===== src/rtl/wtr_pkg.sv =====
// Shared definitions for the write-target burst decoder: register codes,
// default geometry and the controller state encoding.
package wtr_pkg;

    // Default geometry of the writable register bank
    localparam int WTR_NUM_REGS_DEF = 14;
    localparam int WTR_SEL_W_DEF    = 5;

    // Register select codes (code 0 means "no write")
    localparam logic [4:0] WTR_NONE = 5'd0;
    localparam logic [4:0] WTR_N    = 5'd1;
    localparam logic [4:0] WTR_M    = 5'd2;
    localparam logic [4:0] WTR_P    = 5'd3;
    localparam logic [4:0] WTR_ROW  = 5'd4;
    localparam logic [4:0] WTR_COL  = 5'd5;
    localparam logic [4:0] WTR_CURR = 5'd6;
    localparam logic [4:0] WTR_SUM  = 5'd7;
    localparam logic [4:0] WTR_AVAL = 5'd8;
    localparam logic [4:0] WTR_STA  = 5'd9;
    localparam logic [4:0] WTR_STB  = 5'd10;
    localparam logic [4:0] WTR_STC  = 5'd11;
    localparam logic [4:0] WTR_A    = 5'd12;
    localparam logic [4:0] WTR_B    = 5'd13;
    localparam logic [4:0] WTR_AC   = 5'd14;

    // Controller states
    typedef enum logic [0:0] {
        ST_IDLE  = 1'b0,
        ST_BURST = 1'b1
    } wtr_state_e;

endpackage : wtr_pkg


===== src/rtl/wtr_onehot_enc.sv =====
// Combinational select-code to one-hot encoder. Code i drives bit i-1;
// code 0 and codes above NUM_REGS produce an all-zero vector.
module wtr_onehot_enc
    import wtr_pkg::*;
#(
    parameter int NUM_REGS = WTR_NUM_REGS_DEF,
    parameter int SEL_W    = WTR_SEL_W_DEF
) (
    input  logic [SEL_W-1:0]    code_i,
    output logic [NUM_REGS-1:0] onehot_o
);

    // Decode each bit independently so out-of-range codes match nothing
    always_comb begin
        onehot_o = {NUM_REGS{1'b0}};
        for (int i = 0; i < NUM_REGS; i++) begin
            onehot_o[i] = (code_i == SEL_W'(i + 1));
        end
    end

endmodule : wtr_onehot_enc


===== src/rtl/wtr_burst_decoder.sv =====
// Registered write-target decoder with burst mode. Turns a select code and
// enable into a one-hot register-bank write strobe, optionally stepping
// through consecutive registers one per cycle, and reports done, clip,
// select errors and dropped requests to the control unit.
module wtr_burst_decoder
    import wtr_pkg::*;
#(
    parameter int NUM_REGS = WTR_NUM_REGS_DEF,
    parameter int SEL_W    = WTR_SEL_W_DEF
) (
    input  logic                clk,
    input  logic                rst,
    input  logic [SEL_W-1:0]    WTR_sel,
    input  logic                WTR_en,
    input  logic [SEL_W-1:0]    burst_len,
    output logic [NUM_REGS-1:0] wtr_onehot,
    output logic                busy,
    output logic                done,
    output logic                sel_err,
    output logic                clip,
    output logic                req_drop
);

    localparam logic [SEL_W-1:0] LAST_CODE   = SEL_W'(NUM_REGS);
    localparam logic [SEL_W:0]   LAST_CODE_W = (SEL_W + 1)'(NUM_REGS);
    localparam logic [SEL_W-1:0] ONE         = SEL_W'(1);
    localparam logic [SEL_W-1:0] ZERO        = {SEL_W{1'b0}};

    wtr_state_e           state_q, state_d;
    logic [SEL_W-1:0]     cur_q, cur_d;
    logic [SEL_W-1:0]     rem_q, rem_d;
    logic                 clip_pend_q, clip_pend_d;

    logic [NUM_REGS-1:0]  onehot_q, onehot_d;
    logic                 busy_q, busy_d;
    logic                 done_q, done_d;
    logic                 sel_err_q, sel_err_d;
    logic                 clip_q, clip_d;
    logic                 drop_q, drop_d;

    logic [SEL_W-1:0]     enc_code_s;
    logic [NUM_REGS-1:0]  enc_onehot_s;
    logic                 sel_valid_s;
    logic [SEL_W:0]       sel_sum_s;

    // While bursting the strobe follows the internal cursor, otherwise the request
    assign enc_code_s  = (state_q == ST_BURST) ? cur_q : WTR_sel;
    assign sel_valid_s = (WTR_sel != ZERO) && (WTR_sel <= LAST_CODE);
    // Widened so a large burst length cannot wrap and hide a clip
    assign sel_sum_s   = {1'b0, WTR_sel} + {1'b0, burst_len};

    wtr_onehot_enc #(
        .NUM_REGS (NUM_REGS),
        .SEL_W    (SEL_W)
    ) u_enc (
        .code_i   (enc_code_s),
        .onehot_o (enc_onehot_s)
    );

    // Next-state, burst counters and registered-output values
    always_comb begin
        state_d     = state_q;
        cur_d       = cur_q;
        rem_d       = rem_q;
        clip_pend_d = clip_pend_q;
        onehot_d    = {NUM_REGS{1'b0}};
        done_d      = 1'b0;
        sel_err_d   = 1'b0;
        clip_d      = 1'b0;
        drop_d      = 1'b0;

        case (state_q)
            ST_IDLE: begin
                if (WTR_en) begin
                    if (sel_valid_s) begin
                        onehot_d = enc_onehot_s;
                        if (burst_len == ZERO) begin
                            done_d = 1'b1;
                        end else if (WTR_sel == LAST_CODE) begin
                            // Nothing follows the last register: truncate at once
                            done_d = 1'b1;
                            clip_d = 1'b1;
                        end else begin
                            cur_d       = WTR_sel + ONE;
                            rem_d       = burst_len - ONE;
                            clip_pend_d = (sel_sum_s > LAST_CODE_W);
                            state_d     = ST_BURST;
                        end
                    end else begin
                        sel_err_d = 1'b1;
                    end
                end else begin
                    onehot_d = {NUM_REGS{1'b0}};
                end
            end
            ST_BURST: begin
                onehot_d = enc_onehot_s;
                drop_d   = WTR_en;
                if ((rem_q == ZERO) || (cur_q == LAST_CODE)) begin
                    done_d  = 1'b1;
                    clip_d  = clip_pend_q;
                    state_d = ST_IDLE;
                end else begin
                    cur_d = cur_q + ONE;
                    rem_d = rem_q - ONE;
                end
            end
            default: begin
                state_d = ST_IDLE;
            end
        endcase

        busy_d = (state_d == ST_BURST);
    end

    // State, counters and output flags with synchronous reset
    always_ff @(posedge clk) begin
        if (rst) begin
            state_q     <= ST_IDLE;
            cur_q       <= ZERO;
            rem_q       <= ZERO;
            clip_pend_q <= 1'b0;
            onehot_q    <= {NUM_REGS{1'b0}};
            busy_q      <= 1'b0;
            done_q      <= 1'b0;
            sel_err_q   <= 1'b0;
            clip_q      <= 1'b0;
            drop_q      <= 1'b0;
        end else begin
            state_q     <= state_d;
            cur_q       <= cur_d;
            rem_q       <= rem_d;
            clip_pend_q <= clip_pend_d;
            onehot_q    <= onehot_d;
            busy_q      <= busy_d;
            done_q      <= done_d;
            sel_err_q   <= sel_err_d;
            clip_q      <= clip_d;
            drop_q      <= drop_d;
        end
    end

    assign wtr_onehot = onehot_q;
    assign busy       = busy_q;
    assign done       = done_q;
    assign sel_err    = sel_err_q;
    assign clip       = clip_q;
    assign req_drop   = drop_q;

endmodule : wtr_burst_decoder


===== config.mk =====
export PLATFORM = sky130hd
export DESIGN_NAME = wtr_burst_decoder
export DESIGN_NICKNAME = d
export VERILOG_FILES = /design/src/rtl/wtr_pkg.sv /design/src/rtl/wtr_onehot_enc.sv /design/src/rtl/wtr_burst_decoder.sv
export SDC_FILE = /design/constraint.sdc
export NUM_CORES = 1
export LEC_CHECK = 0
export ABC_AREA = 1
export CAP_MARGIN = 5
export CELL_PAD_IN_SITES_DETAIL_PLACEMENT = 1
export CELL_PAD_IN_SITES_GLOBAL_PLACEMENT = 1
export CORE_MARGIN = 3
export CORE_UTILIZATION = 37
export CTS_CLUSTER_DIAMETER = 120
export DETAILED_ROUTE_END_ITERATION = 6
export GPL_ROUTABILITY_DRIVEN = 0
export PLACE_DENSITY = 0.8
export SYNTH_ARGS = -nofsm -noshare
export SYNTH_HDL_FRONTEND = slang
export SYNTH_SLANG_ARGS = --single-unit

===== constraint.sdc =====
create_clock -name clk -period 1.7 [get_ports clk]
set_input_delay 0.34 -clock clk [delete_from_list [all_inputs] [get_ports clk]]
set_output_delay 0.34 -clock clk [all_outputs]
set_load 0.005 [all_outputs]

# Yosys cells after proc, flatten, opt, wreduce, memory -nomap -nowiden
# Cells that the tools add are included.
# classes
addsub	5
multipliers	0
n_div	0
magnitude_cmp	2
n_eq_ne	21
shifts	0
mux	34
bitwise	4
n_reduce_logical	9
# ops
op	count
$mux W5	11
$eq A5 B4 Y1 const B	9
$mux W14	2
$pmux W14 S2	1
$eq A5 B3 Y1 const B	4
$pmux W5 S2	2
$mux W1	15
$add A5 B1 Y5 const B	2
$eq A5 B2 Y1 const B	2
$logic_not A5 Y1	2
$ne A2 B2 Y1 const B	5
$reduce_and A5 Y1	2
$sub A5 B1 Y5 const B	2
$add A5 B5 Y6	1
$gt A6 B4 Y1 const B	1
$pmux W1 S2	3
$eq A5 B1 Y1 const B	1
$le A5 B4 Y1 const B	1
$reduce_bool A5 Y1	1
$not A1 Y1	4
$reduce_or A3 Y1	1
$reduce_or A2 Y1	1
$logic_and A1 B1 Y1	1
$logic_or A1 B1 Y1	1
# word_totals
ff_bits	30
latchBits	0
mem_bits_rw	0
romBits	0
input_bits	13
output_inout_bits	19
elab_cells	84
n_memories	0

# Depth between registers and ports, before layout
# depth
depth_word	6
ltp_mapped	12
mapped_depth_nobuf	11

# Modules after synthesis
# A second synthesis with hierarchy kept.
# unflattened
cells_unflattened	272
area_unflattened_um2	1795.5
# by_module_without_submodules
module	n_inst	cells_per_inst	area_per_inst_um2	seq_area_each_um2
wtr_burst_decoder	1	239	1666.6	600.6
wtr_onehot_enc	1	33	128.9	0.0

# Least setup slack after synthesis
# No wires, ideal clock.
# synth_path
kind	input port to flip-flop
startpoint	in WTR_sel[0]
endpoint	reg clip_pend_q
setup_time_ns	0.117
arrival_ns	1.410
t_required_ns	1.583
setup_slack_ns	0.173
path_stages	11
path_cell_list	ha_1 -> inv_1 -> fa_1 -> inv_1 -> nand3_1 -> nand3_1 -> nand2_1 -> nor2_1 -> nand2_1 -> nor2_1 -> nor2_1
# synth_between
elab_chain_len	3
# synth_lines
item	line_no	text
from (decl)	wtr_burst_decoder.sv:13	input logic [SEL_W-1:0] WTR_sel,
branches (longest 3 deep; another with $add A5 B5 Y6)	-	
to (signal assigned)	wtr_burst_decoder.sv:133	clip_pend_q <= clip_pend_d;
to (decl)	wtr_burst_decoder.sv:32	logic clip_pend_q, clip_pend_d;
# Parallel ways; which one is timed is not known.
# A chain may end at the register's enable or synchronous reset.

# Final worst setup path
# layout_path
startpoint	reg busy_q, in the netlist busy
endpoint	out busy
# layout_rtl
item	line_no	text
from (decl)	wtr_burst_decoder.sv:35	logic busy_q, busy_d;
from (signal assigned)	wtr_burst_decoder.sv:135	busy_q <= busy_d;
to (decl)	wtr_burst_decoder.sv:17	output logic busy,
# No word-level cell between the ends.

==> qor.csv <==
metric;value;unit
critPathCapture;busy;
clock_latency;290;ps
use_met2;0.378;
ys_warn_count;0;
power_density;835;nW/um^2
relSlewSlack;0.765;
yosysSeqAreaShare;0.348;
ys_async_sr_fraction;0;
fmax;610;MHz
skew;14.2;ps
dp.cells;348;
slew_violations;0;
wl;5400;um
coreArea;4440;um^2
path_cells;buf_12 > clkdlybuf4s50_1;
antenna_found_initial;0;
io_pins;32;
synth_xor_area_frac;0.0152;
hold_depth;2;
synth_compound_area_frac;0.106;
hold_buffers;0;
p_comb_frac;0.297;
drive_gt1_frac;0.280;
cap_violations;0;
power_leakage;1.19;nW
post-route-drc-count;0;
tightest_slew;352;ps
crit_slowest_cell;clkdlybuf4s50_1;
grt_pass1_vias;1831;
finalInstanceArea;2560;um^2
min_path_type;flip-flop to flip-flop;
instances_no_fill;359;
synth_cell_types;28;
required;1360;ps
crit_path_max_fanout;11;
setup_viol;0;
port_buffers;31;
crit_path_max_incr_delay;500;ps
netlist_area;1730;um^2
cts.clk_slew.worst_paths;70;ps
place_area;2300;um^2
overflow;0;
synth_top_cell_by_area;dfxtp_1;
crit_type;flip-flop to output port;
crit_arrival;1300;ps
grt_use_met3;0.0581;
synth_edf_count;0;
p_int;1.46;mW
swShare;0.317;
use_met1;0.229;
drt_iter0_markers;94;
muxShareOfSynthArea;0;
area_growth;48.3;%
crit_start;busy$_SDFF_PP0_;
synth_area_leaders;dfxtp_1 35%, nor2_1 10%, nand2_1 10%, ha_1 7.2%, inv_1 7.0%;
grt_usage;0.207;
dp_hpwl;3880;um
die_w;74.3;um
clk_path_buf_depth;2;
dominantRegCellSynth;dfxtp_1;
num_rows;24;
fill_cells;553;
diodes;0;
first_pass_iters;4;
grt_pass1_wl;8590;um
grt_start_max_net_pins;13;
r2r_end;cur_q[3]$_SDFFE_PP0P_;
finalHoldViolations;0;
r2r_setup_slack;180;ps
cts-htree-levels;2;
antenna_left;0;
die_area;5520;um^2
synth_fa_ha_area_frac;0.0841;
ys_seq_elements;30;
die_height;74.3;um
cts_num_sinks;30;
fin_crit;1640;ps
layout.nets;330;
vias;1798;
initial_utilization;0.389;
synth-simple-area-share;0.336;
viasPerCell;5.01;
avgRoutedWirePerCell;15.0;um
yosys.area.top_type_share;0.348;
syn_area_per_cell;7.25;um^2
r2r_start;busy$_SDFF_PP0_;
end_kind;output port;
power_frac_seq;0.362;
finalCritPeriodShare;0.965;
synthCells;238;
synth_fp_nets;262;
vdd_ir_drop_max;425;uV
numCtsBuffers;5;
clockPowerShare;0.341;
r2r_cells;8;
cp-start-kind;flip-flop;
p_sw;677;uW
tritoncts;yes;
status;completed;
root_buffer;clkbuf_8;
p_total;2.14;mW
synth_top_family_by_area;simple AND/OR/NAND/NOR gates;
top_usage_layer;met2;
-- flip-flops by register name, indices dropped and copies added, names as in the netlist --
signal       cells
req_drop         1
cur_q            5
done             1
rem_q            5
clip             1
sel_err          1
wtr_onehot      14
clip_pend_q      1
busy             1
-- placed cells by master, fill, tap and decap left out, drive strengths merged --
| cell | instances |
|---|---|
| a21oi | 5 |
| nand4 | 4 |
| clkdlybuf4s50 | 24 |
| nand2 | 51 |
| inv | 36 |
| nor3b | 1 |
| nor3 | 2 |
| xnor2 | 1 |
| nor2 | 53 |
| dlygate4sd2 | 4 |
| o21bai | 1 |
| a31oi | 1 |
| fa | 1 |
| clkbuf | 5 |
| dlymetal6s2s | 3 |
| nand3 | 18 |
| xor2 | 2 |
| o21ai | 16 |
| ha | 10 |
| clkinv | 2 |
| or2 | 1 |
| buf | 33 |
| nor4 | 1 |
| dfxtp | 30 |
| bufbuf | 1 |
| bufinv | 1 |
-- how the worst min path moves through the flow --
stage / to / slack (ps) / startpoint
2_1_floorplan: clip$_SDFF_PP0_ / 410 / rst
3_3_place_gp: rem_q[0]$_SDFFE_PP0P_ / 460 / rem_q[0]$_SDFFE_PP0P_
3_5_place_dp: rem_q[0]$_SDFFE_PP0P_ / 480 / rem_q[0]$_SDFFE_PP0P_
4_1_cts: rem_q[0]$_SDFFE_PP0P_ / 490 / rem_q[0]$_SDFFE_PP0P_
5_1_grt: rem_q[2]$_SDFFE_PP0P_ / 530 / rem_q[2]$_SDFFE_PP0P_
6_report: rem_q[0]$_SDFFE_PP0P_ / 490 / rem_q[0]$_SDFFE_PP0P_
-- power groups by stage --
stage	sequential [mW]	combinational, mW	clock (mW)
floorplan	0.782	0.343	0
global placement	0.786	0.536	0
detailed placement	0.788	0.562	0
CTS	0.774	0.604	0.730
global route	0.778	0.700	0.763
finish	0.774	0.635	0.728
-- critical path: cells and delay by family, from the launching register on --
family | cells | cell delay, ps
flops | 1 | 370
buf+inv | 2 | 650
-- layer usage --
| metal | wire [um] | share of wire | vias up |
|---|---|---|---|
| li1 | - | - | 882 |
| met1 | 2220 | 0.41 | 860 |
| met2 | 2890 | 0.54 | 42 |
| met3 | 182 | 0.034 | 14 |
| met4 | 104 | 0.019 | 0 |
| met5 | 0 | 0 | - |
-- cells in the mapped netlist (3+ instances only) --
| cell type | count |
|---|---|
| inv_1 | 32 |
| nand2_1 | 46 |
| nand3_1 | 14 |
| o21ai_4 | 3 |
| a21oi_1 | 5 |
| nor2_2 | 5 |
| o21ai_0 | 3 |
| nand3_2 | 4 |
| nand2_2 | 5 |
| ha_1 | 10 |
| inv_2 | 4 |
| nor2_1 | 48 |
| o21ai_2 | 8 |
| dfxtp_1 | 30 |
| nand4_1 | 4 |
-- timing repair --
| action | 4_1_cts | 5_1_grt |
|---|---|---|
| pin swaps | 6 | 1 |
| cloned | 1 | 0 |
| endpoints found under the setup margin | 9 | 15 |
| gates resized for setup | 16 | 12 |
| setup buffers | 2 | 0 |
-- cell type report --
class | instances | area [um^2] | area share
Clock inverter | 3 | 40.0 | 0.0156
Inverter | 36 | 135 | 0.0528
Clock buffer | 5 | 68.8 | 0.0269
Multi-Input combinational cell | 168 | 1030 | 0.403
Sequential cell | 30 | 602 | 0.235
Timing Repair Buffer | 65 | 618 | 0.241
Tap cell | 52 | 65.1 | 0.0254
-- cell families after synthesis --
family,count (synthesis)
and+or+nand+nor,131
adders and majority gates,11
DFF,30
AOI/OAI and AO/OA,23
buffers and inverters,40
xor gates and xnor gates,3
-- per-stage QoR --
stage               worst slack (ps)  hold slack [ps]  setup TNS (ps)   util
global route                   -21.0              527           -64.6  0.576
global placement                -386              464           -5690  0.518
CTS                             10.3              493               0  0.563
floorplan                        173              409               0      -
finish                          59.6              490               0  0.576
detailed placement              -497              483           -7010  0.518
No activity file was read; power rests on OpenSTA's default activity.
